===== config.mk =====
export PLATFORM = sky130hd
export DESIGN_NAME = tea_block_loader
export DESIGN_NICKNAME = d
export VERILOG_FILES = /design/src/rtl/tea_pkg.sv /design/src/rtl/tea_block_loader.sv
export SDC_FILE = /design/constraint.sdc
export NUM_CORES = 1
export LEC_CHECK = 0
export ABC_AREA = 1
export BUFFER_PORTS_ARGS = -buffer_cell sky130_fd_sc_hd__buf_2
export CAP_MARGIN = 10
export CORE_AREA = 2 2 197 199
export CTS_CLUSTER_SIZE = 20
export DETAILED_ROUTE_END_ITERATION = 10
export DIE_AREA = 0 0 199 201
export GPL_TIMING_DRIVEN = 1
export RECOVER_POWER = 100
export SLEW_MARGIN = 20
export SYNTH_ARGS = -nofsm -noshare
export SYNTH_HDL_FRONTEND = slang
export SYNTH_SLANG_ARGS = --single-unit

===== constraint.sdc =====
create_clock -name clk -period 1.8 [get_ports clk]
set_clock_uncertainty 0.1 [all_clocks]
set_input_delay 0.36 -clock clk [delete_from_list [all_inputs] [get_ports clk]]
set_output_delay 0.36 -clock clk [all_outputs]
set_load 0.03 [all_outputs]

===== src/rtl/tea_pkg.sv =====
// Shared definitions for the TEA datapath: word size, loader state codes and frame lengths.
// TEA_DELTA lives here so the loader and the cipher agree on one constant.
package tea_pkg;

  localparam int DEFAULT_WORD_SIZE = 32;
  localparam int KEY_FRAME_WORDS   = 6;
  localparam int DATA_FRAME_WORDS  = 2;
  localparam int KEY_WORDS         = KEY_FRAME_WORDS - DATA_FRAME_WORDS;

  localparam logic [31:0] TEA_DELTA = 32'h9e3779b9;

  typedef enum logic [2:0] {
    ST_IDLE  = 3'd0,
    ST_KEY   = 3'd1,
    ST_DATA  = 3'd2,
    ST_OUT   = 3'd3,
    ST_DRAIN = 3'd4
  } loader_state_t;

endpackage


===== src/rtl/tea_block_loader.sv =====
// Collects a framed word stream into one TEA block (v0,v1) plus optional key (k0..k3)
// and presents it to the cipher under a valid/ready handshake.
module tea_block_loader
  import tea_pkg::*;
#(
  parameter int WORD_SIZE = DEFAULT_WORD_SIZE,
  parameter int CNT_WIDTH = 16
) (
  input  logic                 clk,
  input  logic                 rst,
  input  logic [WORD_SIZE-1:0] in_data,
  input  logic                 in_valid,
  output logic                 in_ready,
  input  logic                 in_first,
  input  logic                 in_key,
  input  logic                 in_last,
  output logic [WORD_SIZE-1:0] v0,
  output logic [WORD_SIZE-1:0] v1,
  output logic [WORD_SIZE-1:0] k0,
  output logic [WORD_SIZE-1:0] k1,
  output logic [WORD_SIZE-1:0] k2,
  output logic [WORD_SIZE-1:0] k3,
  output logic                 blk_valid,
  input  logic                 blk_ready,
  output logic                 key_ok,
  output logic                 err,
  output logic [CNT_WIDTH-1:0] blk_cnt
);

  localparam logic [2:0] KEY_WORDS_W = 3'(KEY_WORDS);

  loader_state_t        state_reg, state_next;
  logic [2:0]           cnt_reg, cnt_next;
  logic                 key_frame_reg, key_frame_next;
  logic [WORD_SIZE-1:0] sk_reg [KEY_WORDS];
  logic [WORD_SIZE-1:0] sk_next [KEY_WORDS];
  logic [WORD_SIZE-1:0] sv0_reg, sv0_next;
  logic [WORD_SIZE-1:0] v0_reg, v0_next, v1_reg, v1_next;
  logic [WORD_SIZE-1:0] k_reg [KEY_WORDS];
  logic [WORD_SIZE-1:0] k_next [KEY_WORDS];
  logic                 key_ok_reg, key_ok_next;
  logic                 blk_valid_reg, blk_valid_next;
  logic                 err_reg, err_next;
  logic [CNT_WIDTH-1:0] blk_cnt_reg, blk_cnt_next;
  logic                 xfer;
  logic                 start_frame;

  assign in_ready = (state_reg != ST_OUT);
  assign xfer     = in_valid & in_ready;

  always_comb begin
    state_next     = state_reg;
    cnt_next       = cnt_reg;
    key_frame_next = key_frame_reg;
    sk_next        = sk_reg;
    sv0_next       = sv0_reg;
    v0_next        = v0_reg;
    v1_next        = v1_reg;
    k_next         = k_reg;
    key_ok_next    = key_ok_reg;
    blk_valid_next = blk_valid_reg;
    blk_cnt_next   = blk_cnt_reg;
    err_next       = 1'b0;
    start_frame    = 1'b0;

    case (state_reg)
      ST_IDLE: begin
        if (xfer) start_frame = 1'b1;
      end
      ST_KEY: begin
        if (xfer) begin
          if (in_first) begin
            err_next    = 1'b1;
            start_frame = 1'b1;
          end else if (in_last) begin
            err_next   = 1'b1;
            state_next = ST_IDLE;
          end else if (cnt_reg < KEY_WORDS_W) begin
            sk_next[cnt_reg[1:0]] = in_data;
            cnt_next              = cnt_reg + 3'd1;
          end else begin
            sv0_next   = in_data;
            state_next = ST_DATA;
          end
        end
      end
      ST_DATA: begin
        if (xfer) begin
          if (in_first) begin
            err_next    = 1'b1;
            start_frame = 1'b1;
          end else if (in_last) begin
            // The final word goes straight to v1; no need to shadow it.
            v0_next = sv0_reg;
            v1_next = in_data;
            if (key_frame_reg) begin
              k_next      = sk_reg;
              key_ok_next = 1'b1;
            end
            blk_valid_next = 1'b1;
            state_next     = ST_OUT;
          end else begin
            err_next   = 1'b1;
            state_next = ST_DRAIN;
          end
        end
      end
      ST_OUT: begin
        if (blk_ready) begin
          blk_valid_next = 1'b0;
          blk_cnt_next   = blk_cnt_reg + CNT_WIDTH'(1);
          state_next     = ST_IDLE;
        end
      end
      ST_DRAIN: begin
        if (xfer && in_last) state_next = ST_IDLE;
      end
      default: state_next = ST_IDLE;
    endcase

    // First-word handling, shared by IDLE and by a mid-frame restart on in_first.
    if (start_frame) begin
      if (!in_first) begin
        err_next   = 1'b1;
        state_next = in_last ? ST_IDLE : ST_DRAIN;
      end else if (in_last) begin
        err_next   = 1'b1;
        state_next = ST_IDLE;
      end else if (in_key) begin
        sk_next[0]     = in_data;
        cnt_next       = 3'd1;
        key_frame_next = 1'b1;
        state_next     = ST_KEY;
      end else if (key_ok_reg) begin
        sv0_next       = in_data;
        key_frame_next = 1'b0;
        state_next     = ST_DATA;
      end else begin
        err_next   = 1'b1;
        state_next = ST_DRAIN;
      end
    end
  end

  always_ff @(posedge clk or negedge rst) begin
    if (!rst) begin
      state_reg     <= ST_IDLE;
      cnt_reg       <= '0;
      key_frame_reg <= 1'b0;
      sv0_reg       <= '0;
      v0_reg        <= '0;
      v1_reg        <= '0;
      key_ok_reg    <= 1'b0;
      blk_valid_reg <= 1'b0;
      err_reg       <= 1'b0;
      blk_cnt_reg   <= '0;
      for (int i = 0; i < KEY_WORDS; i++) begin
        sk_reg[i] <= '0;
        k_reg[i]  <= '0;
      end
    end else begin
      state_reg     <= state_next;
      cnt_reg       <= cnt_next;
      key_frame_reg <= key_frame_next;
      sv0_reg       <= sv0_next;
      v0_reg        <= v0_next;
      v1_reg        <= v1_next;
      key_ok_reg    <= key_ok_next;
      blk_valid_reg <= blk_valid_next;
      err_reg       <= err_next;
      blk_cnt_reg   <= blk_cnt_next;
      for (int i = 0; i < KEY_WORDS; i++) begin
        sk_reg[i] <= sk_next[i];
        k_reg[i]  <= k_next[i];
      end
    end
  end

  assign v0        = v0_reg;
  assign v1        = v1_reg;
  assign k0        = k_reg[0];
  assign k1        = k_reg[1];
  assign k2        = k_reg[2];
  assign k3        = k_reg[3];
  assign key_ok    = key_ok_reg;
  assign blk_valid = blk_valid_reg;
  assign err       = err_reg;
  assign blk_cnt   = blk_cnt_reg;

endmodule


==> results.md <==
* Status: finished with violations
* Failing checks: negative setup slack
* Critical Path Fanout Max at 2
* Initial Util at a little under two fifths
* # nets final at between 1500 and 2000
* Unique masters post-synth at 23
* Iter 0 DRT Violations at 650
* Final WS setup at -0.1265 ns
* # DRC at 0
* First-pass GRT wire length at roughly 62000 um
* Met2 Track Usage GR at approximately 30%
* Max IR drop VDD at just under 0.0009 V
* Post-Syn Instances at approximately 1500
* TritonRoute pass-1 iters at 5
* Seq/Total Area, Yosys at between 60% and 70%
* Hold Vio Cnt, Final at 0
* Post-DP HPWL at approximately 26000 um
* DRT Wirelength at 41570 um
* WHS at around 0.051 ns
* Worst setup EP type: output pin
* Max Cap Violations at 0
* Gr usage total at 20.29%
* Unrepaired setup endpoints after global routing: true
* CP Class: register to output pin
* ANT cells at 0
* Pwr dens at between 1000 and 1500 nW/um2
* Antenna violations before repair at 1
* Slew margin rel. at 45.07%
* FF+latch count, synth at between 300 and 400
* Die area at approximately 40000 um2
* Tightest Pin Transition at between 0.8 and 0.9 ns
* Main synth FF type: dfrtp_1
* Synth cell count leaders: nand2_1 (408), dfrtp_1 (378), o21ai_0 (360)
* EDFF count, synth at 0
* Count leader, synth: nand2_1
* I/O Pins at ~250
* M3 GR Usage at between 4 and 5%
* Clock sinks at approximately 380
* Die Y at 201 um
* Asr flop ratio synth at 100.0%
* Total negative slack at -8.047 ns
* Max Slew Vio Count at 0
* M1 GR Usage at between 20% and 30%
* Gr busiest metal: met2
* Synth Warn # at 0
* Post-synth top area cell: dfrtp_1
* Clock latency on the worst-skew pair at between 0.5 and 0.6 ns
* Setup WS pre-CTS at -0.1607 ns
* Netlist Area Pre-Place at between 10000 and 15000 um2
* Vias in the first global route at between 10000 and 15000
* Crit path launch type: register
* Leakage power at slightly below 10 nW
* H-tree depth at 2
* GR Overflow Total at 0
* Largest net degree at the start of global routing at 65
* Layout cells sized above 1 at between 20% and 30%
* Post-route antenna net violation count at 0
* FP Rows at about 70
* Vias/cell at roughly 4.7
* Port Buffer Count at 250
* Placer Congestion at approximately 0.90
* Total number of vias at 11340
* Chip width at 199 um
* Area Growth Syn to Fin at 31.13%
* Hold Crit Class: primary input to register
* Top area cells in the synthesized netlist: dfrtp_1 (65%), o21ai_0 (12%), nand2_1 (11%)
* CTS tree: built
* CTS Buf Count at between 40 and 50
* Clk buf depth at 3
* Post-synthesis net count at 1576
* Fin crit period at 1.927 ns
* Root Buffer: clkbuf_16
* Core footprint at approximately 38000 um2
* Design Power at 24.28 mW
* Crit path arrival time at approximately 1.5 ns
* Fill count at about 3600
* Routed WL per cell at roughly 17 um
* WP data required at approximately 1.3 ns
* Synth top area share at roughly 65%
* Post-route clock period utilization at 107.0%
* Mean post-synth cell area at approximately 9.5 um2
* CTS clk-pin slew, worst paths at about 0.06 ns
* Final Setup Violations at around 220
* Maximum clock frequency at between 500 and 600 MHz
==> logic make-up (layout without fill, tap and decap cells) <==
kind of cell | after synthesis | in the layout | share of synthesized area [%]
compound gates | 368 | 368 | 12.70
xor+xnor | 11 | 11 | 0.6632
fa+ha+maj | 7 | 7 | 0.6028
buf+inv | 293 | 660 | 7.967
flops | 378 | 378 | 65.11
simple gates | 473 | 474 | 12.95
==> layout make-up <==
type                            instances  area [um2]  area share [%]
Clock buffer                           63        1231           6.463
Tap cell                              518       648.1           3.402
Inverter                              221       829.5           4.354
Clock inverter                          8       73.82          0.3875
Multi-Input combinational cell        860        4051           21.27
Timing Repair Buffer                  368        2756           14.47
Sequential cell                       378        9460           49.66
==> per-layer routing <==
metal  share of wire (%)  vias up
met2                  45      292
met3                 5.8       61
met5                   0        -
met1                  46     5475
met4                 2.5        0
li1                    -     5509
==> timing repair <==
item	4_1_cts	5_1_grt
hold buffers	27	0
buffers inserted	10	3
cloned	6	15
hold endpoints to repair	88	0
pin swaps	3	4
setup endpoints to repair	231	346
gates resized for setup	36	30
==> per-stage QoR <==
step / utilization, % / std cells / area (um2)
finish: 49.99 / 2416 / 19050
floorplan: - / 1530 / 14530
global placement: 44.09 / 2285 / 16800
global route: 49.99 / 2416 / 19050
CTS: 49.15 / 2398 / 18730
detailed placement: 44.09 / 2285 / 16800
==> placed cells by master (no fill, tap or decap), types with 8 or more instances in the layout <==
cell type | Yosys | layout
nand3_1 | 21 | 19
xor2_1 | 9 | 9
o21ai_0 | 360 | 340
clkbuf_16 | 0 | 54
nor2_1 | 16 | 11
buf_2 | 28 | 248
clkbuf_1 | 40 | 13
dlygate4sd3_1 | 0 | 27
dfrtp_1 | 378 | 377
nor3_1 | 10 | 10
buf_4 | 0 | 36
buf_6 | 3 | 14
clkbuf_8 | 0 | 8
inv_1 | 221 | 219
buf_12 | 0 | 15
nand4_1 | 8 | 8
o21ai_1 | 2 | 22
nand2_1 | 408 | 401
==> worst max-delay path, cell delays in order (launching register included) <==
cell and delay [ns]:
dfrtp_1 0.38, buf_6 0.12, nand2_4 0.05, nor2_4 0.11
buf_6 0.11, inv_2 0.03, buf_6 0.12
==> power breakdown <==
part | internal, mW | leakage, nW | switching, mW
logic | 1.58 | 4.01 | 3.44
registers | 10.3 | 5.05 | 0.822
clock network | 4.84 | 0.636 | 3.34
==> final timing paths <==
check / cells after the start / startpoint / slack (ns) / endpoint
setup / recovery: 6 / state_reg[1]$_DFFE_PN0P_ / -0.13 / in_ready
hold / removal: 3 / in_data[6] / 0.05 / sk_reg[102]$_DFF_PN0_
setup reg to reg: 11 / state_reg[1]$_DFFE_PN0P_ / -0.12 / sv0_reg[12]$_DFF_PN0_
hold reg to reg: 2 / k2[10]$_DFFE_PN0P_ / 0.37 / k2[10]$_DFFE_PN0P_
max in group asynchronous: 3 / rst / 0.24 / k2[29]$_DFFE_PN0P_
min in group asynchronous: 2 / rst / 0.38 / v0[5]$_DFFE_PN0P_
Note: power is estimated with default switching activity, not from simulation.
